===== config.mk =====
export PLATFORM = sky130hd
export DESIGN_NAME = note_sequencer_flat
export DESIGN_NICKNAME = d
export VERILOG_FILES = /design/src/rtl/note_sequencer_if.sv /design/src/rtl/note_sequencer.sv /design/src/flat_wrapper.sv
export SDC_FILE = /design/constraint.sdc
export NUM_CORES = 1
export LEC_CHECK = 0
export CORE_ASPECT_RATIO = 1.1
export CORE_MARGIN = 2
export CORE_UTILIZATION = 57
export CTS_CLUSTER_SIZE = 25
export DETAILED_ROUTE_END_ITERATION = 7
export HOLD_SLACK_MARGIN = 0.12
export PLACE_DENSITY_LB_ADDON = 0.05
export SYNTH_ARGS = -nofsm -noshare
export SYNTH_HDL_FRONTEND = slang
export SYNTH_SLANG_ARGS = --single-unit

===== constraint.sdc =====
create_clock -name clk -period 5.3 [get_ports clk]
set_clock_uncertainty 0.15 [all_clocks]
set_input_delay 0.53 -clock clk [delete_from_list [all_inputs] [get_ports clk]]
set_output_delay 0.53 -clock clk [all_outputs]
set_load 0.02 [all_outputs]

===== src/rtl/note_sequencer_if.sv =====
// Control, song-memory read and tone-output signals of the note sequencer.
// master = sequencer side, slave = host/memory/tone-generator side.
interface note_sequencer_if;
    logic [6:0]  key_note;
    logic        start;
    logic        stop;
    logic [1:0]  tempo_sel;
    logic [5:0]  rd_addr;
    logic [10:0] rd_data;
    logic [6:0]  note_out;
    logic        busy;
    logic        done;

    modport master (
        input  key_note, start, stop, tempo_sel, rd_data,
        output rd_addr, note_out, busy, done
    );

    modport slave (
        output key_note, start, stop, tempo_sel, rd_data,
        input  rd_addr, note_out, busy, done
    );
endinterface


===== src/rtl/note_sequencer.sv =====
// Song auto-player with manual keyboard pass-through while idle.
// Optional NOTE_SEQUENCER_KEY_OVERRIDE_EN lets a held key replace the song note during play.
module note_sequencer #(
    parameter int TICK_DIV = 100000,
    parameter int GAP_MS   = 20,
    parameter int SONG_LEN = 64
) (
    input  logic              clk,
    input  logic              rst,
    note_sequencer_if.master  bus
);
    typedef enum logic [2:0] {IDLE, FETCH, LOAD, PLAY, GAP, DONE} state_t;

    localparam int TW = (TICK_DIV > 1) ? $clog2(TICK_DIV) : 1;
    // 12 bits covers 15 beats of 250 ms; widen if the gap needs more
    localparam int MW = ($clog2(GAP_MS + 1) > 12) ? $clog2(GAP_MS + 1) : 12;

    state_t        state, state_nxt;
    logic [TW-1:0] tick;
    logic [MW-1:0] ms;
    logic [5:0]    addr;
    logic [1:0]    tempo_q;
    logic [6:0]    key_q;
    logic [6:0]    note_q;
    logic [3:0]    dur_q;
    logic [MW-1:0] beat_ms;
    logic [MW-1:0] play_ms;
    logic          tick_last, play_end, gap_end, busy_c;
    logic [6:0]    song_note, note_c;

    always_comb begin
        case (tempo_q)
            2'b00:   beat_ms = MW'(250);
            2'b01:   beat_ms = MW'(200);
            2'b10:   beat_ms = MW'(150);
            default: beat_ms = MW'(100);
        endcase
    end

    assign play_ms   = MW'(dur_q) * beat_ms;
    assign tick_last = (tick == TW'(TICK_DIV - 1));
    assign play_end  = tick_last && (ms == play_ms - MW'(1));
    assign gap_end   = tick_last && (ms == MW'(GAP_MS - 1));
    assign busy_c    = (state == FETCH) || (state == LOAD) ||
                       (state == PLAY)  || (state == GAP);
    assign song_note = (note_q > 7'd21) ? 7'd0 : note_q;

    always_comb begin
        state_nxt = state;
        case (state)
            IDLE:    if (bus.start && !bus.stop) state_nxt = FETCH;
            FETCH:   state_nxt = LOAD;
            LOAD:    state_nxt = (bus.rd_data[3:0] == 4'd0) ? DONE : PLAY;
            PLAY:    if (play_end) state_nxt = GAP;
            GAP:     if (gap_end)
                         state_nxt = (addr == 6'(SONG_LEN - 1)) ? DONE : FETCH;
            DONE:    state_nxt = IDLE;
            default: state_nxt = IDLE;
        endcase
        if (busy_c && bus.stop) state_nxt = DONE;
    end

    always_ff @(posedge clk) begin
        if (rst) begin
            state   <= IDLE;
            tick    <= '0;
            ms      <= '0;
            addr    <= '0;
            tempo_q <= 2'b00;
            key_q   <= '0;
            note_q  <= '0;
            dur_q   <= '0;
        end else begin
            state <= state_nxt;
            key_q <= bus.key_note;
            if (state == IDLE && state_nxt == FETCH) tempo_q <= bus.tempo_sel;
            if (state == LOAD) {note_q, dur_q} <= bus.rd_data;
            if (state == GAP && state_nxt == FETCH) addr <= addr + 6'd1;
            else if (state == DONE)                 addr <= '0;
            // counters restart on every state change, so PLAY and GAP always begin at zero
            if (state_nxt != state || !(state == PLAY || state == GAP)) begin
                tick <= '0;
                ms   <= '0;
            end else if (tick_last) begin
                tick <= '0;
                ms   <= ms + MW'(1);
            end else begin
                tick <= tick + TW'(1);
            end
        end
    end

    always_comb begin
        note_c = 7'd0;
        case (state)
            IDLE:    note_c = key_q;
            PLAY:    note_c = song_note;
            default: note_c = 7'd0;
        endcase
`ifdef NOTE_SEQUENCER_KEY_OVERRIDE_EN
        if ((state == PLAY || state == GAP) && key_q != 7'd0) note_c = key_q;
`endif
    end

    assign bus.note_out = note_c;
    assign bus.rd_addr  = addr;
    assign bus.busy     = busy_c;
    assign bus.done     = (state == DONE);
endmodule


===== src/flat_wrapper.sv =====
// flat-port wrapper written by rule: the top's interface ports become plain ports
module note_sequencer_flat 
#(
    parameter int TICK_DIV = 100000,
    parameter int GAP_MS   = 20,
    parameter int SONG_LEN = 64
)
  (clk, rst, bus_key_note, bus_start, bus_stop, bus_tempo_sel, bus_rd_data, bus_rd_addr, bus_note_out, bus_busy, bus_done);
  note_sequencer_if bus_i ();
  input  logic clk;
  input  logic rst;
  input wire logic [$bits(bus_i.key_note)-1:0] bus_key_note;
  input wire logic [$bits(bus_i.start)-1:0] bus_start;
  input wire logic [$bits(bus_i.stop)-1:0] bus_stop;
  input wire logic [$bits(bus_i.tempo_sel)-1:0] bus_tempo_sel;
  input wire logic [$bits(bus_i.rd_data)-1:0] bus_rd_data;
  output wire logic [$bits(bus_i.rd_addr)-1:0] bus_rd_addr;
  output wire logic [$bits(bus_i.note_out)-1:0] bus_note_out;
  output wire logic [$bits(bus_i.busy)-1:0] bus_busy;
  output wire logic [$bits(bus_i.done)-1:0] bus_done;
  assign bus_i.key_note = bus_key_note;
  assign bus_i.start = bus_start;
  assign bus_i.stop = bus_stop;
  assign bus_i.tempo_sel = bus_tempo_sel;
  assign bus_i.rd_data = bus_rd_data;
  assign bus_rd_addr = bus_i.rd_addr;
  assign bus_note_out = bus_i.note_out;
  assign bus_busy = bus_i.busy;
  assign bus_done = bus_i.done;
  note_sequencer #(.TICK_DIV(TICK_DIV), .GAP_MS(GAP_MS), .SONG_LEN(SONG_LEN)) u_core (.clk(clk), .rst(rst), .bus(bus_i));
endmodule

==> impl_metrics.toml <==
[clocking]
clock_latency_ns = 0.33
cts_num_sinks = 58
postCtsSetupBuffers = 0
clockRootBuffer = "clkbuf_8"
hold_buffers = 0
htreeDepth = 3
path_clk_slew_ns = 0.06
numCtsBuffers = 9
cts_tree = "built"
clockBufferDepth = 2
ctsResizeCount = 0

[worst_setup_path]
cp-start-kind = "flip-flop"
end_kind = "flip-flop"
reg2reg_depth = 16
slowest_delay_ns = 0.51
reg2reg_slack_ns = 0.50
path_cells = "inv_2, ha_1, nand2b_1, ha_1, inv_1, fa_1, fa_1, ha_1, a21oi_1, o211ai_1, or3_1, nor4_1, o2111ai_1, nand2_1, buf_4, nor3_1"
crit_family = "adder cells"
reg2reg_from = "u_core.tempo_q[0]"
crit_start = "u_core.tempo_q[0]"
crit_fanout = 29
critPathArrivalTime_ns = 4.84
cpMaxStageDelayCell = "fa_1"
crit_top_cell = "ha_1"
criticalPathCategory = "reg2reg"
path_buf_inv = 3
rr_endpoint = "u_core.tick[9]"
cp.required_ns = 5.34

[flow_run]
drv_cap = 0

[final_layout]
nets = 542
instances_no_fill = 563
antenna_cells = 0
postLayoutCellArea_sq_um = 4390
syn_to_final_growth_pct = 15.8
fillers = 559
layout_common_cells = "dfxtp_1, nand2_1, clkdlybuf4s50_1"
final_common_cell = "dfxtp_1"
drive_above_1_share_pct = 4.78

[synthesis]
ys_ff_latch = 58
synth-async-reset-ratio_pct = 0
syn_nets = 508
netlist_top_cells_area = "dfxtp_1, ha_1, fa_1"
yosysSeqAreaShare_pct = 30.6
syn-instance-count = 443
postSynthAreaPerCell_sq_um = 8.56
ys.flop_type = "dfxtp_1"
ys_types = 55
synth_top_area_cell = "dfxtp_1"
synth_area_sq_um = 3790
synth_edf_count = 0
synth_top_area_share_pct = 30.6
yosysWarnings = 0

[floorplan]
io_pins = 39
die_y_um = 89.5
fp-row-count = 31
initial_utilization_pct = 58.2
core_sq_um = 6520
die_w_um = 81.7
die_area_sq_um = 7320

[place]
post-place-ws_ns = 0.483
place_area_sq_um = 4200
port_buffers = 38
dp_cells = 548
dp_hpwl_um = 5850
gp_congestion = 0.843

[sta]
hold_viol_final = 0
fin_crit_sh_pct = 90.5
period_minus_slack_ns = 4.80
relSlewSlack_pct = 26.8
maxSlewViolCount = 0
tns_ns = 0
fmax_mhz = 208
rsz0062_at_grt = "false"
layout_setup_ws_ns = 0.503
setup_violations = 0
worst_pin_slew_ns = 1.09

[routing]
vias = 3108
ant_nets = 0
vias_per_cell = 5.52
drt-wirelength-per-cell_um = 13.7
firstDrtPassIters = 4
drc = 0
routed_wirelength_um = 7720
drtIter0Drc = 108

[worst_hold_path]
hold_path_depth = 2
min_to = "u_core.note_q[6]"
hold_class = "reg2reg"
min-delay-start = "u_core.note_q[6]"

[grt]
grtUsageTotal_pct = 22.6
overflow = 0
grt_pass1_vias = 2969
grt_max_degree = 30
antenna_found_initial = 0
grt_pass1_wl_um = 13000

[power_and_ir_drop]
leakagePower_nw = 1.62
ir_drop_mv = 0.323
power_mw = 1.61
p_per_area_nw_per_um2 = 368

[status]
status = "complete, no violations"
-- synth_stat cells (all sizes together) (2+ instances only) --
cell / n
dfxtp: 58
a21o: 4
buf: 6
a221o: 2
nor4: 2
nor3b: 3
nand2b: 11
a22o: 6
o21ai: 8
a211oi: 3
nand3: 23
and2: 4
clkbuf: 11
mux2i: 3
o21a: 4
nor4bb: 4
and3: 3
inv: 24
nand2: 52
nor4b: 2
nor2: 35
nand4: 8
a31oi: 3
a21oi: 26
and4: 4
xor2: 20
a41oi: 2
a211o: 2
ha: 30
o22ai: 2
nor3: 12
or4: 2
nor2b: 17
fa: 11
or3: 2
xnor2: 22
-- final cells by class --
class	instances	area, sq um	share of cell area (%)
Inverter	24	90.1	2.05
Multi-Input combinational cell	344	2450	55.8
Clock buffer	10	138	3.13
Sequential cell	58	1160	26.4
Tap cell	82	103	2.34
Clock inverter	5	55.1	1.25
Timing Repair Buffer	40	395	9.01
-- through the flow --
step | hold WS (ns) | util [%]
after CTS | 0.306 | 67.4
after global routing | 0.331 | 67.4
final | 0.315 | 67.4
after detailed placement | 0.297 | 64.4
after global placement | 0.292 | 64.4
after floorplan | 0.283 | -
-- registers in the layout, summed over array words and instances, names as in the netlist --
| signal | cells |
|---|---|
| u_core.tick | 17 |
| u_core.note_q | 7 |
| u_core.dur_q | 4 |
| u_core.ms | 12 |
| u_core.bus.rd_addr | 6 |
| u_core.key_q | 7 |
| u_core.state | 3 |
| u_core.tempo_q | 2 |
-- worst register-to-register path: cells and delay by family (launching register included) --
family	cells	cell delay, ns
compound gates	3	0.65
flops	1	0.39
fa+ha+maj	5	1.94
buf+inv	3	0.42
simple gates	5	1.12
-- report_power, final --
group,switching (mW),internal (mW),total [mW]
Sequential,0.0324,0.459,0.492
Clock,0.169,0.225,0.394
Combinational,0.410,0.318,0.728
-- worst max-delay path by stage --
| stage | end | slack [ns] | depth (start not counted) |
|---|---|---|---|
| 6_report | u_core.tick[9] | 0.50 | 16 |
| 5_1_grt | u_core.tick[15] | 0.15 | 16 |
| 4_1_cts | u_core.tick[9] | 0.46 | 16 |
| 3_5_place_dp | u_core.tick[3] | 0.48 | 16 |
| 3_3_place_gp | u_core.tick[3] | 0.51 | 16 |
| 2_1_floorplan | u_core.ms[9] | 0.92 | 17 |
-- kinds of logic (layout without fill, tap and decap cells) --
family | Yosys count | count (layout) | share of synthesized area [%]
AO/OA/AOI/OAI | 70 | 70 | 12.4
buffers and inverters | 41 | 79 | 4.75
AND/OR/NAND/NOR | 187 | 187 | 25.7
XOR/XNOR | 42 | 42 | 9.71
multiplexers | 4 | 4 | 1.09
adder cells (fa/ha/maj) | 41 | 41 | 15.7
flip-flops | 58 | 58 | 30.6
-- layer usage --
metal / track usage (%) / up-vias / part of all wire [%]
met5: 0 / - / 0
met4: 5.45 / 0 / 0.93
met1: 30.1 / 1453 / 49
met2: 37.2 / 48 / 47
met3: 5.15 / 6 / 3.2
li1: - / 1601 / -
Power figures use the tool's default switching activity.
